$ cat src/rtl/wb_uart_pkg.sv
// Shared definitions for the wishbone UART TX feeder: FSM states and the slave register map.
package wb_uart_pkg;

  typedef enum logic [2:0] {
    IDLE,
    INIT,
    REQ,
    WAIT_ACK,
    GAP
  } feeder_state_e;

  localparam logic [31:0] REG_STATUS = 32'd0;
  localparam logic [31:0] REG_BAUD   = 32'd1;
  localparam logic [31:0] REG_TXDATA = 32'd2;
  localparam logic [31:0] REG_SPARE  = 32'd3;

  function automatic logic [31:0] tx_word(input logic [7:0] b);
    return {24'h0, b};
  endfunction

endpackage

$ cat src/rtl/sync_byte_fifo.sv
// Single-clock byte FIFO with a registered full flag and occupancy count.
module sync_byte_fifo #(
  parameter int unsigned DEPTH = 16
) (
  input  logic                     i_clk,
  input  logic                     i_rst,
  input  logic                     i_push,
  input  logic [7:0]               i_data,
  input  logic                     i_pop,
  output logic [7:0]               o_data,
  output logic                     o_full,
  output logic                     o_empty,
  output logic [$clog2(DEPTH):0]   o_level
);

  localparam int unsigned AW = $clog2(DEPTH);
  localparam logic [AW-1:0] PTR_ONE    = 1;
  localparam logic [AW:0]   LVL_ONE    = 1;
  localparam logic [AW:0]   FULL_LEVEL = DEPTH[AW:0];

  logic [7:0]    mem_q [DEPTH];
  logic [AW-1:0] wr_ptr_q, wr_ptr_d;
  logic [AW-1:0] rd_ptr_q, rd_ptr_d;
  logic [AW:0]   level_q, level_d;
  logic          full_q, full_d;
  logic          do_push, do_pop;

  // Push is gated by the registered full flag, so a same-cycle pop never frees a slot early.
  assign do_push = i_push && !full_q;
  assign do_pop  = i_pop && (level_q != '0);

  always_comb begin
    wr_ptr_d = wr_ptr_q;
    rd_ptr_d = rd_ptr_q;
    level_d  = level_q;
    if (do_push) wr_ptr_d = wr_ptr_q + PTR_ONE;
    if (do_pop)  rd_ptr_d = rd_ptr_q + PTR_ONE;
    case ({do_push, do_pop})
      2'b10:   level_d = level_q + LVL_ONE;
      2'b01:   level_d = level_q - LVL_ONE;
      default: level_d = level_q;
    endcase
    full_d = (level_d == FULL_LEVEL);
  end

  always_ff @(posedge i_clk or posedge i_rst) begin
    if (i_rst) begin
      wr_ptr_q <= '0;
      rd_ptr_q <= '0;
      level_q  <= '0;
      full_q   <= 1'b0;
    end else begin
      wr_ptr_q <= wr_ptr_d;
      rd_ptr_q <= rd_ptr_d;
      level_q  <= level_d;
      full_q   <= full_d;
    end
  end

  always_ff @(posedge i_clk) begin
    if (do_push) mem_q[wr_ptr_q] <= i_data;
  end

  assign o_data  = mem_q[rd_ptr_q];
  assign o_full  = full_q;
  assign o_empty = (level_q == '0);
  assign o_level = level_q;

endmodule

$ cat src/rtl/wb_uart_tx_feeder.sv
// Stream-to-wishbone feeder for the UART TX slave: one pipelined write per buffered byte.
// Optional start-up baud write enabled by defining WB_UART_FEEDER_BAUD_INIT_EN.
module wb_uart_tx_feeder
  import wb_uart_pkg::*;
#(
  parameter int unsigned FIFO_DEPTH  = 16,
  parameter logic [31:0] TX_ADDR     = REG_TXDATA,
  parameter logic [31:0] BAUD_ADDR   = REG_BAUD,
  parameter logic [31:0] BAUD_INIT   = 32'd115200,
  parameter int unsigned GAP_CYCLES  = 3,
  parameter int unsigned ACK_TIMEOUT = 15
) (
  input  logic                          i_clk,
  input  logic                          i_rst,
  input  logic                          i_s_valid,
  input  logic [7:0]                    i_s_data,
  output logic                          o_s_ready,
  output logic                          o_wb_cyc,
  output logic                          o_wb_stb,
  output logic                          o_wb_we,
  output logic [31:0]                   o_wb_addr,
  output logic [31:0]                   o_wb_data,
  input  logic                          i_wb_ack,
  input  logic                          i_wb_stall,
  input  logic [31:0]                   i_wb_data,
  output logic [$clog2(FIFO_DEPTH):0]   o_fifo_level,
  output logic                          o_err,
  output logic                          o_idle
);

  localparam logic [3:0] GAP_LAST = 4'(GAP_CYCLES - 1);
  localparam logic [7:0] TMO_LAST = 8'(ACK_TIMEOUT - 1);

`ifdef WB_UART_FEEDER_BAUD_INIT_EN
  localparam feeder_state_e RST_STATE = INIT;
`else
  localparam feeder_state_e RST_STATE = IDLE;
`endif

  feeder_state_e state_q, state_d;
  logic          cyc_q, cyc_d;
  logic          stb_q, stb_d;
  logic          we_q, we_d;
  logic [31:0]   addr_q, addr_d;
  logic [31:0]   data_q, data_d;
  logic          err_q, err_d;
  logic [3:0]    gap_cnt_q, gap_cnt_d;
  logic [7:0]    tmo_cnt_q, tmo_cnt_d;

  logic          fifo_pop;
  logic          fifo_full;
  logic          fifo_empty;
  logic [7:0]    fifo_rdata;
  logic          unused_ok;

  sync_byte_fifo #(
    .DEPTH (FIFO_DEPTH)
  ) u_fifo (
    .i_clk   (i_clk),
    .i_rst   (i_rst),
    .i_push  (i_s_valid),
    .i_data  (i_s_data),
    .i_pop   (fifo_pop),
    .o_data  (fifo_rdata),
    .o_full  (fifo_full),
    .o_empty (fifo_empty),
    .o_level (o_fifo_level)
  );

  always_comb begin
    state_d   = state_q;
    cyc_d     = cyc_q;
    stb_d     = stb_q;
    we_d      = we_q;
    addr_d    = addr_q;
    data_d    = data_q;
    err_d     = 1'b0;
    gap_cnt_d = gap_cnt_q;
    tmo_cnt_d = tmo_cnt_q;
    fifo_pop  = 1'b0;
    unique case (state_q)
      IDLE: begin
        if (!fifo_empty) begin
          fifo_pop = 1'b1;
          addr_d   = TX_ADDR;
          data_d   = tx_word(fifo_rdata);
          cyc_d    = 1'b1;
          stb_d    = 1'b1;
          we_d     = 1'b1;
          state_d  = REQ;
        end
      end
`ifdef WB_UART_FEEDER_BAUD_INIT_EN
      INIT: begin
        addr_d  = BAUD_ADDR;
        data_d  = BAUD_INIT;
        cyc_d   = 1'b1;
        stb_d   = 1'b1;
        we_d    = 1'b1;
        state_d = REQ;
      end
`endif
      REQ: begin
        if (!i_wb_stall) begin
          stb_d     = 1'b0;
          we_d      = 1'b0;
          tmo_cnt_d = '0;
          state_d   = WAIT_ACK;
        end
      end
      WAIT_ACK: begin
        if (i_wb_ack) begin
          cyc_d     = 1'b0;
          gap_cnt_d = '0;
          state_d   = GAP;
        end else if (tmo_cnt_q == TMO_LAST) begin
          // Abort: the byte is dropped and the usual gap still applies before the next write.
          cyc_d     = 1'b0;
          err_d     = 1'b1;
          gap_cnt_d = '0;
          state_d   = GAP;
        end else begin
          tmo_cnt_d = tmo_cnt_q + 8'd1;
        end
      end
      GAP: begin
        if (gap_cnt_q == GAP_LAST) state_d = IDLE;
        else                       gap_cnt_d = gap_cnt_q + 4'd1;
      end
      default: state_d = IDLE;
    endcase
  end

  always_ff @(posedge i_clk or posedge i_rst) begin
    if (i_rst) begin
      state_q   <= RST_STATE;
      cyc_q     <= 1'b0;
      stb_q     <= 1'b0;
      we_q      <= 1'b0;
      addr_q    <= '0;
      data_q    <= '0;
      err_q     <= 1'b0;
      gap_cnt_q <= '0;
      tmo_cnt_q <= '0;
    end else begin
      state_q   <= state_d;
      cyc_q     <= cyc_d;
      stb_q     <= stb_d;
      we_q      <= we_d;
      addr_q    <= addr_d;
      data_q    <= data_d;
      err_q     <= err_d;
      gap_cnt_q <= gap_cnt_d;
      tmo_cnt_q <= tmo_cnt_d;
    end
  end

  assign o_s_ready = !fifo_full;
  assign o_wb_cyc  = cyc_q;
  assign o_wb_stb  = stb_q;
  assign o_wb_we   = we_q;
  assign o_wb_addr = addr_q;
  assign o_wb_data = data_q;
  assign o_err     = err_q;
  assign o_idle    = (state_q == IDLE) && fifo_empty;

`ifdef WB_UART_FEEDER_BAUD_INIT_EN
  assign unused_ok = ^i_wb_data;
`else
  assign unused_ok = ^{i_wb_data, BAUD_ADDR, BAUD_INIT};
`endif

endmodule

$ cat config.mk
export PLATFORM = sky130hd
export DESIGN_NAME = wb_uart_tx_feeder
export DESIGN_NICKNAME = d
export VERILOG_FILES = /design/src/rtl/wb_uart_pkg.sv /design/src/rtl/sync_byte_fifo.sv /design/src/rtl/wb_uart_tx_feeder.sv
export SDC_FILE = /design/constraint.sdc
export NUM_CORES = 1
export LEC_CHECK = 0
export ABC_CLOCK_PERIOD_IN_PS = 4600
export BUFFER_PORTS_ARGS = -buffer_cell sky130_fd_sc_hd__buf_2
export CAP_MARGIN = 20
export CORE_MARGIN = 1
export CORE_UTILIZATION = 50
export CTS_CLUSTER_DIAMETER = 200
export DETAILED_ROUTE_END_ITERATION = 8
export PLACE_DENSITY = 0.72
export RECOVER_POWER = 100
export SKIP_LAST_GASP = 1
export SYNTH_ARGS = -nofsm -noshare
export SYNTH_HDL_FRONTEND = slang
export SYNTH_SLANG_ARGS = --single-unit
export TNS_END_PERCENT = 50
$ cat constraint.sdc
create_clock -name i_clk -period 4.6 [get_ports i_clk]
set_input_delay 0.23 -clock i_clk [delete_from_list [all_inputs] [get_ports i_clk]]
set_output_delay 0.23 -clock i_clk [all_outputs]
set_load 0.02 [all_outputs]
==> metrics <==
postcts setup bufs=0; most frequent cells in the layout=128 x edfxtp_1, 55 x conb_1, 41 x nand2_1, 40 x mux4_2, 40 x dfrtp_1; synth top area cells=edfxtp_1 52%, dfrtp_1 14%, mux4_2 12%, buf_4 5.7%, nand2_1 2.1%; Num CTS Buffers=17; hold_buf cts=1; Top FF cell, synth=edfxtp_1; Port Buffers=32; hold crit path type=in2reg; GPL Wtd Cong=0.8296; leak pwr=about 3.0 nW; crit path capture=o_wb_data[1]; CTS resizes=0; power per standard cell area=616.3 mW/mm^2; sequential power share=roughly 45%; Slew Viols, Final=42; IO Count=120; Switch Pwr=between 0.0015 and 0.002 W; Synth Area per Inst=between 15 and 20 um^2; distinct cell type count after synthesis=roughly 50; ratio of cells with drive above 1 in the final layout=roughly 15%; CTS tree=built; Max Cap Viol=1; multi-input logic area=around 0.0022 mm^2; Placement Setup Slack=1.619 ns; Highest Clock Rate=304.6 MHz; crit-path max FO=22; Yosys warnings=0; die height=123.7 um; Post-synth ARST share=about a quarter; Fillers=between 1,000 and 1,500; synthesized flop and latch total=about 170; Setup TNS Final=0 ns; die boundary width=123.7 um; # rows=between 40 and 50; r2r startpoint=u_fifo.rd_ptr_q[0]; clk root buf=clkbuf_16; Slew @ Worst Pin=2.214 ns; setup ws final=about 1.3 ns; part of the power in the clock network=between 20% and 30%; diodes inserted=0; Comb power frac=~29%; Setup Skew=between 0.01 and 0.015 ns; Reg clk slew, reported paths=about 0.06 ns; 1st-pass router iterations=4; Synth Instances=470; drt drc=0; cell area after synthesis=approximately 0.0074 mm^2; largest net degree at the start of global routing=42; Vias=3,754; failing checks=capacitance limit, slew limit; gr ovfl total=0; CP Launch Type=flip-flop; status=complete, but fails checks; flop2flop setup slack=approximately 1.3 ns; vias in the first global route=3,620; Via density=around 5.3; clk sinks=between 150 and 200; DP Area=roughly 0.0076 mm^2; Critical Path Start=u_fifo.rd_ptr_q[0]; Layout Nets=between 500 and 600; die area=roughly 0.015 mm^2; Post-DP HPWL=around 8400 um; arrival time at the worst endpoint=3.60 ns; Initial Util=about half; unrepaired setup endpoints after global routing=no; switching share of power=between 30% and 40%; Synth-to-Final Area Change=8.277%; Clk Latency, worst-skew pair=around 0.43 ns; final hold vios=0; worst path required time=around 4.9 ns; Reg2Reg Depth=5; post-route cell area=around 0.008 mm^2; antenna-violating nets left=0; P_int=around 0.0033 W; initial antenna violation count=0; Core Box Area=around 0.014 mm^2; First DRT Iteration DRCs=around 250; register area share after synthesis=65.74%; first-pass GRT wire length=approximately 19,000 um; GR Util All Layers=between 15 and 20%; Routed WL=between 10,000 and 15,000 um; most common cell after layout, fill and taps aside=edfxtp_1; maximum vdd drop=slightly below 0.0003 V; CP Class=reg2reg; Sequential Area=about 0.005 mm^2; Final period util=71.37%; final setup vio count=0; total power=0.004943 W; reg2reg end=o_wb_data[1]; DR WL/cell=17.61 um; critical path capture point type=flip-flop; max_slew headroom=-47.62%; Synth area leader=edfxtp_1; minimum clock period=~3.3 ns; CTS Buffer Depth=2; Yosys top cell area share=51.89%; # H-tree levels=4; Post-synth EDFFs=between 100 and 150
[state kept, by name, summed over array words and instances (netlist names)]
| register | count |
|---|---|
| u_fifo.mem_q | 128 |
| o_wb_data | 8 |
| tmo_cnt_q | 8 |
| u_fifo.o_level | 5 |
| gap_cnt_q | 4 |
| u_fifo.rd_ptr_q | 4 |
| u_fifo.wr_ptr_q | 4 |
| state_q | 3 |
| o_err | 1 |
| o_wb_addr | 1 |
| o_wb_cyc | 1 |
| o_wb_we | 1 |
| u_fifo.o_full | 1 |
[worst min-delay path by stage]
stage / from / endpoint / slack, ns / cells past startpoint
3_3_place_gp: i_rst / u_fifo.wr_ptr_q[2] / 0.39 / 3
2_1_floorplan: i_s_data[0] / u_fifo.mem_q[0][0] / 0.33 / 0
5_1_grt: i_wb_ack / o_err / 0.11 / 3
6_report: i_wb_ack / o_err / 0.11 / 3
3_5_place_dp: i_rst / u_fifo.wr_ptr_q[2] / 0.39 / 3
4_1_cts: i_wb_ack / o_err / 0.1 / 3
[synthesized netlist by cell type, types with 4 or more instances]
library cell / number
ha_1: 12
o21ai_0: 7
xor2_1: 8
and3_1: 4
edfxtp_1: 128
nor3_1: 7
inv_1: 12
clkbuf_1: 8
xnor2_1: 9
mux4_2: 40
nand4_1: 6
dfrtp_1: 41
nand2_1: 41
nor2_1: 29
nand2b_1: 5
buf_2: 6
a21oi_1: 6
buf_4: 56
[power groups by stage]
stage	registers (W)	clock network (W)	logic (W)
2_1_floorplan	0.00212	0	0.00128
3_3_place_gp	0.00224	0	0.00145
3_5_place_dp	0.00226	0	0.00150
4_1_cts	0.00223	0.00130	0.00151
5_1_grt	0.00228	0.00136	0.00160
6_report	0.00223	0.00127	0.00144
[per-stage QoR]
step | cells | util, % | hold WS [ns]
2_1_floorplan | 524 | - | 0.3289
3_5_place_dp | 674 | 52.21 | 0.3898
6_report | 707 | 55.39 | 0.1076
4_1_cts | 707 | 55.91 | 0.09733
5_1_grt | 707 | 55.39 | 0.1104
3_3_place_gp | 674 | 52.21 | 0.3934
[kinds of logic after synthesis]
logic type                 count (synthesis)  synth area share (%)
buffers and inverters                     88                 7.500
xor gates and xnor gates                  18                 2.230
other                                      1               0.05063
adders and majority gates                 12                 2.027
DFF                                      169                 65.74
muxes                                     44                 12.74
and+or+nand+nor                          110                 7.044
AOI/OAI and AO/OA                         28                 2.669
[layer usage]
metal	routed length, um	global-route usage (%)	vias to the layer above
li1	-	-	1715
met3	568	5.037	13
met4	93	5.045	0
met2	6389	30.21	110
met1	5396	21.96	1916
met5	0	0	-
[worst max-delay path, cell delays in order, from the launching register on]
cell and delay, ns:
dfrtp_1 1.20, clkbuf_1 0.69, mux4_2 0.61, mux4_2 0.49, nand2_1 0.09, nand2_1 0.06
[final cells by class]
class / instances / area share [%]
Clock buffer: 19 / 5.398
Clock inverter: 13 / 1.154
Inverter: 14 / 0.6552
Multi-Input combinational cell: 267 / 27.13
Sequential cell: 169 / 60.73
Tap cell: 184 / 2.871
Timing Repair Buffer: 41 / 2.059
Note: power is estimated with default switching activity, not from simulation.
